## src/rtl/pipe_ctrl_reg.sv

```systemverilog
// Stall/flush-aware control-bundle pipeline with optional statistics counters.
// Define PIPE_CTRL_STATS_EN to build stall_cnt/bubble_cnt; otherwise they read 0.
module pipe_ctrl_reg #(
  parameter int WIDTH  = 16,
  parameter int STAGES = 2,
  parameter int CNT_W  = 16
) (
  input  logic                    clk,
  input  logic                    reset,
  input  logic                    stall,
  input  logic [STAGES-1:0]       flush,
  input  logic                    valid_d,
  input  logic [WIDTH-1:0]        ctrl_d,
  output logic [WIDTH-1:0]        ctrl_e,
  output logic                    valid_e,
  output logic [STAGES-1:0]       stage_valid,
  output logic [STAGES*WIDTH-1:0] ctrl_all,
  input  logic                    stats_clr,
  output logic [CNT_W-1:0]        stall_cnt,
  output logic [CNT_W-1:0]        bubble_cnt
);

  logic [WIDTH-1:0] ctrl_reg  [STAGES];
  logic             valid_reg [STAGES];

  genvar gi;
  generate
    for (gi = 0; gi < STAGES; gi++) begin : g_stage
      logic [WIDTH-1:0] src_ctrl;
      logic             src_valid;

      if (gi == 0) begin : g_head
        // Invalid input is masked so a bubble is always all-zero
        assign src_ctrl  = valid_d ? ctrl_d : '0;
        assign src_valid = valid_d;
      end else begin : g_body
        assign src_ctrl  = ctrl_reg[gi-1];
        assign src_valid = valid_reg[gi-1];
      end

      always_ff @(posedge clk or negedge reset) begin
        if (!reset) begin
          ctrl_reg[gi]  <= '0;
          valid_reg[gi] <= 1'b0;
        end else if (flush[gi]) begin
          ctrl_reg[gi]  <= '0;
          valid_reg[gi] <= 1'b0;
        end else if (!stall) begin
          ctrl_reg[gi]  <= src_ctrl;
          valid_reg[gi] <= src_valid;
        end
      end

      assign ctrl_all[gi*WIDTH +: WIDTH] = ctrl_reg[gi];
      assign stage_valid[gi]             = valid_reg[gi];
    end
  endgenerate

  assign ctrl_e  = ctrl_reg[STAGES-1];
  assign valid_e = valid_reg[STAGES-1];

`ifdef PIPE_CTRL_STATS_EN
  logic [CNT_W-1:0] stall_cnt_reg;
  logic [CNT_W-1:0] bubble_cnt_reg;

  // Both counters saturate at all-ones; clear wins over increment
  always_ff @(posedge clk or negedge reset) begin
    if (!reset) begin
      stall_cnt_reg  <= '0;
      bubble_cnt_reg <= '0;
    end else if (stats_clr) begin
      stall_cnt_reg  <= '0;
      bubble_cnt_reg <= '0;
    end else begin
      if (stall && (stall_cnt_reg != '1))
        stall_cnt_reg <= stall_cnt_reg + 1'b1;
      if (!valid_e && (bubble_cnt_reg != '1))
        bubble_cnt_reg <= bubble_cnt_reg + 1'b1;
    end
  end

  assign stall_cnt  = stall_cnt_reg;
  assign bubble_cnt = bubble_cnt_reg;
`else
  logic unused_stats_clr;
  assign unused_stats_clr = stats_clr;
  assign stall_cnt        = '0;
  assign bubble_cnt       = '0;
`endif

endmodule

```

## config.mk

```make
export PLATFORM = sky130hd
export DESIGN_NAME = pipe_ctrl_reg
export DESIGN_NICKNAME = d
export VERILOG_FILES = /design/src/rtl/pipe_ctrl_reg.sv
export SDC_FILE = /design/constraint.sdc
export NUM_CORES = 1
export LEC_CHECK = 0
export ABC_AREA = 1
export BUFFER_PORTS_ARGS = -buffer_cell sky130_fd_sc_hd__buf_2
export CAP_MARGIN = 20
export CORE_AREA = 2 2 77 79
export CTS_CLUSTER_DIAMETER = 150
export DETAILED_ROUTE_END_ITERATION = 8
export DIE_AREA = 0 0 79 81
export SETUP_SLACK_MARGIN = 0.02
export SYNTH_ARGS = -nofsm -noshare
export SYNTH_HDL_FRONTEND = slang
export SYNTH_SLANG_ARGS = --single-unit
```

## constraint.sdc

```tcl
create_clock -name clk -period 0.8 [get_ports clk]
set_input_delay 0.04 -clock clk [delete_from_list [all_inputs] [get_ports clk]]
set_output_delay 0.04 -clock clk [all_outputs]
set_load 0.05 [all_outputs]
```

==> impl_metrics.ini, run 1 <==
[global_route]
grt_pass1_wl_mm = 7.05
grt_overflow = 0
grt_usage_pct = 14.4
grt_pass1_vias = 1432
grt_start_max_net_pins = 35
grt_antenna_before_repair = 0

[power_and_ir_drop]
pwr-share-seq_pct = 42.5
p_sw_share_pct = 36.7
powerDensity_mw_per_mm2 = 1500
p_comb_share_pct = 30.9
power_switching_w = 0.00162
power.leakage_nw = 1.56
p_int_w = 0.00279
ir_worst_vdd_uv = 587
power_frac_clock_pct = 26.7

[sta]
finalSetupTns_ps = -5620
period_needed_ps = 926
finalHoldViolations = 0
drv_slew = 0
final.period_utilization_pct = 116
setup_violations = 51
timing.hold.ws_ps = 50.4
rsz0062_at_grt = yes
skew_ps = 1.96
fin_ws_ps = -126
maxClockFrequency_mhz = 1080

[cells_and_area]
synthToLayoutAreaGrowth_pct = 54.4
multi_input_area_um2 = 787
num-fill-cells = 524
drive_above_1_share_pct = 55.5
final_core_util_pct = 51.7
stdcell_count = 396
antenna_cells = 0
register_area_um2 = 892
fin_nets = 344

[worst_setup_path]
crit_path_end_kind = primary output
path_delay_family = flip-flops
path_class = reg2out
arrival_ps = 890
start_kind = register
crit_fanout = 3
path_buf_inv = 1
crit_slowest_cell = dfrtp_2
crit_path_max_incr_delay_ps = 440
cp_cell_sequence = buf_6
required_ps = 760

[clocking]
htree_levels = 2
clk_path_buf_depth = 2
cts_sinks = 34
cts_buffers = 5
clock_latency_ps = 280
cts_tree = yes
clk_pin_slew_ps = 60
cts-root-buf = clkbuf_8

[place]
place_inst = 355
place_ws_ps = -35.0
dpl.hpwl_mm = 2.89
portBuffers = 72
finalWeightedCongestion = 0.759

[detailed_routing]
drcViolationCount = 0
vias = 1643
viasPerCell = 4.15
drt_iter0_drc = 45
wirelength_mm = 4.73
drt_pre_antenna_iters = 4
ant_nets = 0
wire_per_inst_um = 11.9

[logic_synthesis]
yosysSeqAreaShare_pct = 44.8
yosysWarnings = 0
yosysTopAreaCell = dfrtp_1
synth.avg_cell_area_um2 = 8.12
synth_cells = 234
ys_ff_latch = 34
synth_cell_types = 14
synth_top_area_share_pct = 44.8
syn_area_mm2 = 0.00190
synthTopCellsByArea = dfrtp_1, buf_4, nand2_1

[worst_hold_path]
min_path_type = in2reg

[run_status]
violations = setup timing
status = finished with violations

[floorplan]
ios = 106
die_h_um = 81
die_area_mm2 = 0.00640
dieWidth_um = 79
core_mm2 = 0.00568
initial_core_util_pct = 33.5
fp-row-count = 28

[run]
max_cap_violations = 0
timing repair:
action	4_1_cts	5_1_grt
gates resized for setup	102	36
hold buffers	1	0
setup buffers	31	2
endpoints found under the hold margin	34	0
setup endpoints to repair	51	78
pin swaps	0	10
final cells by class:
cell class | instances | share of cell area, %
Multi-Input combinational cell | 168 | 26.8
Sequential cell | 34 | 30.4
Clock buffer | 7 | 2.60
Tap cell | 75 | 3.20
Inverter | 3 | 0.640
Timing Repair Buffer | 109 | 36.3
registers in the layout (all words and copies together), names as in the netlist:
register	flops
g_stage.src_ctrl	16
g_stage.src_valid	1
valid_e	1
ctrl_e	16
per-layer routing:
layer | routed length (um) | global-route usage [%] | up-vias
met1 | 1710 | 17.5 | 763
met5 | 0 | 0 | -
met4 | 95 | 5.34 | 0
met2 | 2580 | 24.2 | 67
met3 | 338 | 4.56 | 8
li1 | - | - | 805
cells in the final DEF (no fill, tap or decap), drive strengths merged:
cell type / n
buf: 108
nand2: 101
dfrtp: 34
conb: 32
nor2: 17
nand3: 17
clkbuf: 7
inv: 3
nand3b: 1
dlygate4sd3: 1
path summary, 6_finish.rpt:
kind	to	cells after the start	startpoint	slack (ps)
max in group asynchronous	g_stage[1].src_ctrl[0]$_DFFE_PN0P_	3	reset	350
max reg2reg	ctrl_e[10]$_DFFE_PN0P_	3	ctrl_e[10]$_DFFE_PN0P_	10
min reg2reg	ctrl_e[1]$_DFFE_PN0P_	3	g_stage[1].src_ctrl[1]$_DFFE_PN0P_	590
min in group asynchronous	g_stage[1].src_ctrl[12]$_DFFE_PN0P_	3	reset	260
max	ctrl_all[31]	1	ctrl_e[15]$_DFFE_PN0P_	-130
min	g_stage[1].src_ctrl[9]$_DFFE_PN0P_	5	ctrl_d[9]	50
cell usage after synthesis:
| cell | count |
|---|---|
| nand3_1 | 17 |
| conb_1 | 1 |
| inv_2 | 1 |
| nand3b_1 | 1 |
| nand2_1 | 100 |
| nand2_4 | 1 |
| nor2_8 | 1 |
| nor2_1 | 16 |
| inv_6 | 1 |
| buf_2 | 2 |
| dfrtp_1 | 34 |
| buf_6 | 6 |
| inv_4 | 1 |
| buf_4 | 52 |
power by group through the flow:
stage	logic (W)	registers (W)	clock network, W
2_1_floorplan	0.000820	0.00212	0
3_3_place_gp	0.00108	0.00189	0
3_5_place_dp	0.00109	0.00189	0
4_1_cts	0.00131	0.00186	0.00121
5_1_grt	0.00144	0.00188	0.00129
6_report	0.00136	0.00187	0.00118
per-stage QoR:
| stage | total power, W | area, um2 |
|---|---|---|
| CTS | 0.00438 | 2800 |
| global route | 0.00460 | 2930 |
| global placement | 0.00297 | 2160 |
| finish | 0.00441 | 2930 |
| detailed placement | 0.00298 | 2160 |
| floorplan | 0.00294 | 2200 |
logic make-up (layout without fill, tap and decap cells):
family	after synthesis	after routing	share of synthesized area [%]
simple gates	136	136	29.4
buf+inv	63	119	25.6
flops	34	34	44.8
other cells	1	32	0.197
Note: power is estimated with default switching activity, not from simulation.
==> run 2, diff against run 1 <==
--- a/config.mk
+++ b/config.mk
@@ -8,10 +8,11 @@
 export ABC_AREA = 1
 export BUFFER_PORTS_ARGS = -buffer_cell sky130_fd_sc_hd__buf_2
 export CAP_MARGIN = 20
-export CORE_AREA = 2 2 77 79
+export CORE_AREA = 2 2 66 68
 export CTS_CLUSTER_DIAMETER = 150
 export DETAILED_ROUTE_END_ITERATION = 8
-export DIE_AREA = 0 0 79 81
+export DIE_AREA = 0 0 68 70
+export PLACE_DENSITY = 0.84
 export SETUP_SLACK_MARGIN = 0.02
 export SYNTH_ARGS = -nofsm -noshare
 export SYNTH_HDL_FRONTEND = slang
==> run 2 against run 1 <==
  * The flow still finishes with violations (setup timing)
  * Combinational power grew 7%
  * Critical path depth did not move
  * Cell count down 5.3%
  * Hold slack better by 3.6 ps
  * Non-clock buffer count rose by 1
  * Sequential power about the same
  * Clock-buffer cell count is the same
  * Highest routed layer unchanged
==> impl_metrics.ini, run 2 (synthesis gave the netlist of run 1 again) <==
[run_status]
status = finished with violations
violations = setup timing

[global_route]
grt_pass1_wl_mm = 8.79
grt_antenna_before_repair = 0
grt_pass1_vias = 1718
grt_usage_pct = 25.3
grt_start_max_net_pins = 35
grt_overflow = 0

[clocking]
htree_levels = 2
cts_tree = yes
cts_buffers = 5
cts-root-buf = clkbuf_8
clk_pin_slew_ps = 80
clock_latency_ps = 300
clk_path_buf_depth = 2
cts_sinks = 34

[power_and_ir_drop]
ir_worst_vdd_uv = 1270
powerDensity_mw_per_mm2 = 1650
p_int_w = 0.00315
power.leakage_nw = 1.61
p_comb_share_pct = 29.5
power_frac_clock_pct = 32.5
power_switching_w = 0.00182
p_sw_share_pct = 36.6
pwr-share-seq_pct = 38.1

[sta]
finalHoldViolations = 0
worstMarginPinSlew_ps = 504
setup_violations = 66
drv_slew = 0
period_needed_ps = 973
fin_ws_ps = -173
relSlewSlack_pct = 66.4
maxClockFrequency_mhz = 1030
skew_ps = 10.3
final.period_utilization_pct = 122
timing.hold.ws_ps = 54.0
rsz0062_at_grt = yes

[cells_and_area]
stdcell_count = 375
synthToLayoutAreaGrowth_pct = 58.7
final_core_util_pct = 72.8
layout.cells.most_common = buf_6
final_cell_mix = buf_6, nand2_1, dfrtp_2
fin_nets = 345
drive_above_1_share_pct = 61.0
stdcell_area_mm2 = 0.00302
num-fill-cells = 246
antenna_cells = 0

[floorplan]
dieWidth_um = 68
ios = 106
die_h_um = 70
fp-row-count = 24
core_mm2 = 0.00414
initial_core_util_pct = 45.9
die_area_mm2 = 0.00476

[detailed_routing]
vias = 1989
wl_met3_um = 883
drt-met1-wl_mm = 2.52
ant_nets = 0
wirelength_mm = 7.61
wire_per_inst_um = 20.3
drt_pre_antenna_iters = 4
routed-wl-met2_mm = 3.65
drt_iter0_drc = 247
drcViolationCount = 0
viasPerCell = 5.30
highest_layer = met4

[worst_setup_path]
cp_cell_sequence = buf_6
start_kind = register
required_ps = 760
crit_fanout = 3
arrival_ps = 930
crit_path_end_kind = primary output
crit_slowest_cell = dfrtp_2
path_buf_inv = 1
crit_path_max_incr_delay_ps = 460
path_delay_family = flip-flops
path_class = reg2out

[place]
place_inst = 333
dpl.hpwl_mm = 2.93
place_ws_ps = -48.1
portBuffers = 72
dpl_cell_area_mm2 = 0.00215
finalWeightedCongestion = 0.758

[worst_hold_path]
min_path_type = in2reg

[run]
max_cap_violations = 0
run 2: cell count changes in the layout (fill, tap and decap cells not counted):
cell	previous run	this run
buf_4	10	8
buf_12	1	2
bufinv_16	0	1
nand2_1	89	72
nand2_4	1	3
buf_6	76	78
nand2_2	11	26
run 2: worst paths after layout:
path / to / slack (ps) / depth (start not counted) / startpoint
worst max-delay path: ctrl_all[24] / -170 / 1 / ctrl_e[8]$_DFFE_PN0P_
max in group asynchronous: ctrl_e[4]$_DFFE_PN0P_ / 350 / 3 / reset
worst min-delay path: g_stage[1].src_ctrl[15]$_DFFE_PN0P_ / 50 / 5 / ctrl_d[15]
worst max register to register: ctrl_e[14]$_DFFE_PN0P_ / -110 / 3 / ctrl_e[14]$_DFFE_PN0P_
worst min register to register: ctrl_e[11]$_DFFE_PN0P_ / 620 / 3 / g_stage[1].src_ctrl[11]$_DFFE_PN0P_
min in group asynchronous: ctrl_e[0]$_DFFE_PN0P_ / 240 / 3 / reset
run 2: layout make-up:
class | instances | area (um2) | area share, %
inverters | 3 | 18.8 | 0.622
clock buffers | 7 | 76.3 | 2.53
clock inverters | 1 | 30.0 | 0.996
multi-input cells | 168 | 840 | 27.8
flip-flops and latches | 34 | 892 | 29.6
repair buffers | 110 | 1090 | 36.3
well taps | 52 | 65.1 | 2.16
run 2: power by group through the flow:
stage / Sequential [W] / Clock [W] / Combinational [W]
5_1_grt: 0.00189 / 0.00170 / 0.00151
6_report: 0.00189 / 0.00161 / 0.00146
3_5_place_dp: 0.00189 / 0 / 0.00109
4_1_cts: 0.00186 / 0.00156 / 0.00131
2_1_floorplan: 0.00212 / 0 / 0.000820
3_3_place_gp: 0.00189 / 0 / 0.00108
run 2: stage by stage:
step / setup TNS [ps] / power, W
after global placement: -370 / 0.00297
final: -7830 / 0.00497
after global routing: -8990 / 0.00511
after detailed placement: -579 / 0.00299
after floorplan: 0 / 0.00294
after CTS: -5840 / 0.00474
run 2: timing repair:
item	CTS	global route
hold buffers	1	0
gates resized for setup	100	59
buffers inserted	29	4
endpoints found under the setup margin	51	84
pin swaps	0	19
endpoints found under the hold margin	34	0
run 2: per-layer routing:
| metal | vias up | GRT usage [%] |
|---|---|---|
| met5 | - | 0 |
| met4 | 0 | 11.8 |
| met2 | 199 | 43.6 |
| met3 | 50 | 5.80 |
| li1 | 806 | - |
| met1 | 934 | 28.6 |
